## src/rtl/pd_pkg.sv

```systemverilog
// Shared arbiter types: FSM state encoding and requester identifiers.
`timescale 1ns/1ps
package pd_pkg;

  typedef enum logic [1:0] {
    IDLE  = 2'd0,
    F_OUT = 2'd1,
    D_OUT = 2'd2
  } arb_state_e;

  typedef enum logic {
    REQ_FETCH = 1'b0,
    REQ_DATA  = 1'b1
  } req_id_e;

endpackage

```

## src/rtl/mem_arbiter.sv

```systemverilog
// Single-port memory arbiter between instruction fetch and data ports, 1 access/cycle.
// Optional starvation guard enabled by defining ARB_STARVE_GUARD_EN.
`timescale 1ns/1ps
module mem_arbiter #(
  parameter int AWIDTH         = 32,
  parameter int DWIDTH         = 32,
  parameter int MAX_DATA_BURST = 4
) (
  input  logic              clk,
  input  logic              rst,
  input  logic              f_req_i,
  input  logic [AWIDTH-1:0] f_addr_i,
  output logic              f_gnt_o,
  output logic              f_rvalid_o,
  output logic [DWIDTH-1:0] f_rdata_o,
  input  logic              d_req_i,
  input  logic              d_we_i,
  input  logic [AWIDTH-1:0] d_addr_i,
  input  logic [DWIDTH-1:0] d_wdata_i,
  output logic              d_gnt_o,
  output logic              d_rvalid_o,
  output logic [DWIDTH-1:0] d_rdata_o,
  output logic [AWIDTH-1:0] mem_addr_o,
  output logic [DWIDTH-1:0] mem_wdata_o,
  output logic              mem_ren_o,
  output logic              mem_wen_o,
  input  logic [DWIDTH-1:0] mem_rdata_i
);
  import pd_pkg::*;

  arb_state_e state_q, state_d;
  req_id_e    sel_s;
  logic       starve_s;

`ifdef ARB_STARVE_GUARD_EN
  localparam int CW = $clog2(MAX_DATA_BURST + 1);
  logic [CW-1:0] burst_cnt_q, burst_cnt_d;

  // Fetch has waited through a full data burst and must win the next slot.
  always_comb begin
    starve_s = (burst_cnt_q == CW'(MAX_DATA_BURST)) && f_req_i;
  end

  // Count data grants that pass over a waiting fetch, saturating at the limit.
  always_comb begin
    burst_cnt_d = burst_cnt_q;
    if (f_gnt_o || !f_req_i) begin
      burst_cnt_d = '0;
    end else if (d_gnt_o && (burst_cnt_q != CW'(MAX_DATA_BURST))) begin
      burst_cnt_d = burst_cnt_q + CW'(1);
    end else begin
      burst_cnt_d = burst_cnt_q;
    end
  end
`else
  // Strict data-over-fetch: fetch never overrides a data request.
  always_comb begin
    starve_s = 1'b0;
  end
`endif

  // Grant selection; reset gates grants so the memory side stays quiet while rst is low.
  always_comb begin
    f_gnt_o = 1'b0;
    d_gnt_o = 1'b0;
    if (rst) begin
      if (d_req_i && !starve_s) begin
        d_gnt_o = 1'b1;
      end else if (f_req_i) begin
        f_gnt_o = 1'b1;
      end else begin
        d_gnt_o = 1'b0;
      end
    end else begin
      f_gnt_o = 1'b0;
    end
  end

  // Drive the memory port from whichever requester holds the grant.
  always_comb begin
    sel_s       = d_gnt_o ? REQ_DATA : REQ_FETCH;
    mem_ren_o   = f_gnt_o | (d_gnt_o & ~d_we_i);
    mem_wen_o   = d_gnt_o & d_we_i;
    mem_addr_o  = '0;
    mem_wdata_o = '0;
    if (f_gnt_o || d_gnt_o) begin
      mem_addr_o = (sel_s == REQ_DATA) ? d_addr_i : f_addr_i;
      if (mem_wen_o) begin
        mem_wdata_o = d_wdata_i;
      end else begin
        mem_wdata_o = '0;
      end
    end else begin
      mem_addr_o = '0;
    end
  end

  // Next state: only a read leaves a response outstanding for the following cycle.
  always_comb begin
    state_d = IDLE;
    if (f_gnt_o) begin
      state_d = F_OUT;
    end else if (d_gnt_o && !d_we_i) begin
      state_d = D_OUT;
    end else begin
      state_d = IDLE;
    end
  end

  // Return path: memory data is forwarded to the port whose read is outstanding.
  always_comb begin
    f_rvalid_o = 1'b0;
    d_rvalid_o = 1'b0;
    f_rdata_o  = '0;
    d_rdata_o  = '0;
    case (state_q)
      F_OUT: begin
        f_rvalid_o = 1'b1;
        f_rdata_o  = mem_rdata_i;
      end
      D_OUT: begin
        d_rvalid_o = 1'b1;
        d_rdata_o  = mem_rdata_i;
      end
      default: begin
        f_rvalid_o = 1'b0;
      end
    endcase
  end

  // State registers; an async reset drops any outstanding read.
  always_ff @(posedge clk or negedge rst) begin
    if (!rst) begin
      state_q     <= IDLE;
`ifdef ARB_STARVE_GUARD_EN
      burst_cnt_q <= '0;
`endif
    end else begin
      state_q     <= state_d;
`ifdef ARB_STARVE_GUARD_EN
      burst_cnt_q <= burst_cnt_d;
`endif
    end
  end

endmodule

```

## config.mk

```make
export PLATFORM = sky130hd
export DESIGN_NAME = mem_arbiter
export DESIGN_NICKNAME = d
export VERILOG_FILES = /design/src/rtl/pd_pkg.sv /design/src/rtl/mem_arbiter.sv
export SDC_FILE = /design/constraint.sdc
export NUM_CORES = 1
export LEC_CHECK = 0
export CORE_AREA = 3 3 104 106
export DETAILED_ROUTE_END_ITERATION = 7
export DIE_AREA = 0 0 107 109
export SLEW_MARGIN = 20
export SYNTH_ARGS = -nofsm -noshare
export SYNTH_HDL_FRONTEND = slang
export SYNTH_SLANG_ARGS = --single-unit
```

## constraint.sdc

```tcl
create_clock -name clk -period 2 [get_ports clk]
set_clock_uncertainty 0.1 [all_clocks]
set_input_delay 0.4 -clock clk [delete_from_list [all_inputs] [get_ports clk]]
set_output_delay 0.4 -clock clk [all_outputs]
set_load 0.005 [all_outputs]
```

; ---- Word-level counts from Yosys, hierarchy flattened
; Index checks and enable logic that the tools add are counted.
; W data, S select, Z words.
[op_classes]
add_sub_neg = 0
multipliers = 0
n_div = 0
order_cmp = 0
eq_ne = 2
shift = 0
n_mux = 16
n_bitwise = 4
reduce_logical = 3
[op_table]
columns = operator, count
row1 = $mux W32, 6
row2 = $mux W1, 8
row3 = $mux W2, 2
row4 = $and A1 B1 Y1, 2
row5 = $eq A2 B1 Y1 const B, 1
row6 = $eq A2 B2 Y1 const B, 1
row7 = $logic_and A1 B1 Y1, 1
row8 = $logic_not A1 Y1, 1
row9 = $logic_or A1 B1 Y1, 1
row10 = $not A1 Y1, 1
row11 = $or A1 B1 Y1, 1
[totals]
register_bits = 2
latchBits = 0
ram_bits = 0
rom_bits = 0
input_bits = 133
output_inout_bits = 134
word_cells = 26
mem_count = 0

; ---- Longest topological paths before layout
[logic_depth]
depth_word = 5
ltp_mapped = 4
mapped_depth_nobuf = 2

; ---- Worst setup path before layout
; No wires, ideal clock.
[synth_path]
path_kind = in2out
start = input port rst
end = output port mem_addr_o[2]
t_arrival_ns = 1.040
required_ns = 1.500
path_slack_ns = 0.460
stages = 4
n_path_buf = 2
path_cell_list = nor2b_2 buf_6 buf_8 a32o_2
[synth_between]
elab_chain_cells = 4
elab_cells_between_ends = 6
classes_between = mux: 5 / reduce/logical: 1
[synth_rtl]
columns = element, line_no
row1 = "start, declared", mem_arbiter.sv:10  ; input logic rst,
row2 = $mux W1, mem_arbiter.sv:66  ; if (rst) begin
row3 = $mux W1, mem_arbiter.sv:81  ; sel_s = d_gnt_o ? REQ_DATA : REQ_FETCH;
row4 = $mux W32, mem_arbiter.sv:87  ; mem_addr_o = (sel_s == REQ_DATA) ? d_addr_i : f_addr_i;
row5 = $mux W32 *, mem_arbiter.sv:86  ; if (f_gnt_o || d_gnt_o) begin
row6 = "end, declared", mem_arbiter.sv:23  ; output logic [AWIDTH-1:0] mem_addr_o,
; Every way passes the cells marked *; elsewhere a longest branch is shown, timed or not.

; ---- Worst setup path after layout
[layout_path]
start = input port f_req_i
end = output port mem_addr_o[16]
[layout_between]
elab_chain_cells = 5
[layout_rtl]
columns = element, line_no
row1 = "start, declared", mem_arbiter.sv:11  ; input logic f_req_i,
row2 = $mux W1, mem_arbiter.sv:69  ; end else if (f_req_i) begin
row3 = $mux W1, mem_arbiter.sv:67  ; if (d_req_i && !starve_s) begin
row4 = $mux W1, mem_arbiter.sv:66
row5 = $logic_or A1 B1 Y1, mem_arbiter.sv:86
row6 = $mux W32, mem_arbiter.sv:86
; No other way between the ends.

==> summary.md <==
| Metric | Value |
|---|---|
| Outcome | finished, final reports clean |
| Cell variety after synth | 16 |
| Critical Path Fanout Max | 17 |
| RePlAce Congestion | 0.699 |
| Post-Place Cell Area | roughly 4000 um2 |
| Port Buffers | 266 |
| Final setup vio count | 0 |
| First-pass GRT wire length | 13.0 mm |
| CTS Root Cell | clkbuf_8 |
| TritonRoute pass-1 iters | 4 |
| Yosys warnings | 0 |
| DR WL/cell | 16.6 um |
| CP delay by family, top | buffers and inverters |
| WP buf/inv | 3 |
| Dpl cells | 549 |
| Fin crit share | 0.974 |
| CTS buffer count | 3 |
| Clock Tree Buf Depth | 2 |
| Relative max-transition margin | 0.868 |
| Fill cell count | 1003 |
| P per Cell Area | 201 nW/um2 |
| Final hold vios | 0 |
| Crit path DAT | 1.45 ns |
| Tot Pwr | 0.000830 W |
| Detailed-route via count | 2292 |
| Most common cell after layout, fill and taps aside | clkdlybuf4s50_1 |
| DRT Wirelength | 9.40 mm |
| Max-slew violation count | 0 |
| Crit end category | primary output |
| Diode count | 0 |
| Crit start category | primary input |
| Fin nets | 570 |
| Leak | 2.11 nW |
| RSZ-0062 raised after global routing | no |
| Slowest-stage cell, CP | bufbuf_16 |
| Die Ht | 109 um |
| Layout area overhead | 237% |
| Fraction of layout cells with a size suffix above 1 | 0.195 |
| Biggest regs | state_q: 2 flops |
| Post-layout util | 0.419 |
| Peak supply drop | 0.169 mV |
| Setup Crit Path Kind | primary input to primary output |
| Syn avg cell area | about 7.6 um2 |
| Gr usage total | 0.142 |
| Critical path cell sequence | clkdlybuf4s15_1, bufbuf_16, a32o_2, dlygate4sd2_1 |
| CTS tree | done |
| Slew of the pin with the lowest slew margin | about 0.2 ns |
| Initial antenna violation count | 0 |
| Yosys reg bits | 2 |
| # rows | 36 |
| Final min period | 1.95 ns |
| Largest net degree at the start of global routing | 35 |
| Die area | 11700 um2 |
| Syn nets | 294 |
| Initial Utilization | 0.125 |
| Final ANT Viol Nets | 0 |
| Boundary Pins | 267 |
| Fmax achieved | ~0.51 GHz |
| Sequential area share after synthesis | 0.0407 |
| GR Overflow Total | 0 |
| Biggest register | state_q |
| Final HPWL DP | 7.27 mm |
| Critical path's largest stage delay | around 0.32 ns |
| H-Tree Depth | 1 |
| Largest register FFs | 2 |
| Non-Filler Instances | 568 |
| Cells after synthesis | 161 |
| CORE AREA | 9860 um2 |
| Starting DRT DRC Count | 106 |
| Drt drc | 0 |
| Max Cap Viol | 0 |
| Vias/cell | 4.04 |
| HP Class | primary input to flip-flop |
| Chip width | between 100 and 150 um |
| Design area | ~4100 um2 |
| Clock sinks | 2 |
| Worst Path Required | ~1.5 ns |
| Vias in the first global route | around 2300 |
| Post-synthesis cell area | 1230 um2 |
| Commonest non-fill, non-tap cells in the layout | clkdlybuf4s50_1 (129), and2_1 (95), dlygate4sd2_1 (58) |
| Worst-path clk slew | 0.03 ns |
## Yosys cell counts
| master | instances | share of area |
|---|---|---|
| a21boi_0 | 1 | 0.0061 |
| a32o_1 | 15 | 0.12 |
| a32o_2 | 17 | 0.16 |
| and2_1 | 98 | 0.50 |
| and2b_1 | 2 | 0.012 |
| and3_1 | 1 | 0.0051 |
| buf_2 | 5 | 0.020 |
| buf_6 | 5 | 0.046 |
| buf_8 | 3 | 0.037 |
| clkbuf_1 | 5 | 0.015 |
| clkbuf_2 | 2 | 0.0081 |
| dfrtp_1 | 2 | 0.041 |
| dlymetal6s2s_1 | 1 | 0.010 |
| nand2b_1 | 2 | 0.010 |
| nor2b_1 | 1 | 0.0051 |
| nor2b_2 | 1 | 0.0071 |
## final cells by class
type	count	area (um2)	area share
timing repair buffer	292	2850	0.689
multi-input combinational	138	1030	0.249
tap	133	166	0.0402
sequential	2	50.0	0.0121
clock buffer	3	41.3	0.00998
## cells by family after synthesis
kind of cell    Yosys count  share of synthesized area
simple gates            105                      0.539
compound gates           33                      0.284
flops                     2                     0.0407
buf+inv                  21                      0.136
## through the flow
stage / hold slack (ns) / setup TNS (ns) / setup WS [ns]
floorplan: 0.00441 / 0 / 0.460
global placement: 0.628 / -33.37 / -0.516
detailed placement: 0.625 / -33.75 / -0.520
CTS: 0.496 / -0.130 / -0.130
global route: 0.486 / 0 / 0.00254
finish: 0.463 / 0 / 0.0524
## metal layers
metal	track usage	wire length [um]
met5	0	0
met4	0.0256	98
met3	0.0444	947
met2	0.258	4870
met1	0.165	3490
## power by group
| part | leakage, nW | total, W | internal (W) | switching, W |
|---|---|---|---|---|
| clock | 0.0216 | 0.000155 | 0.000127 | 0.0000279 |
| combinational | 2.06 | 0.000632 | 0.000445 | 0.000187 |
| sequential | 0.0269 | 0.0000430 | 0.0000424 | 0.000000654 |
## worst paths after layout
check	cells after the start	slack, ns	end	start
min	3	0.46	state_q[1]	d_we_i
min in group asynchronous	3	0.57	state_q[1]	rst
max	4	0.05	mem_addr_o[16]	f_req_i
max in group asynchronous	3	1.09	state_q[0]	rst
## repair_timing
item | in CTS | in global routing
hold buffers | 1 | 0
resized for setup | 250 | 39
endpoints found under the setup margin | 133 | 27
buffers inserted | 6 | 3
endpoints found under the hold margin | 2 | 0
cloned | 4 | 2
No activity file was read; power rests on OpenSTA's default activity.
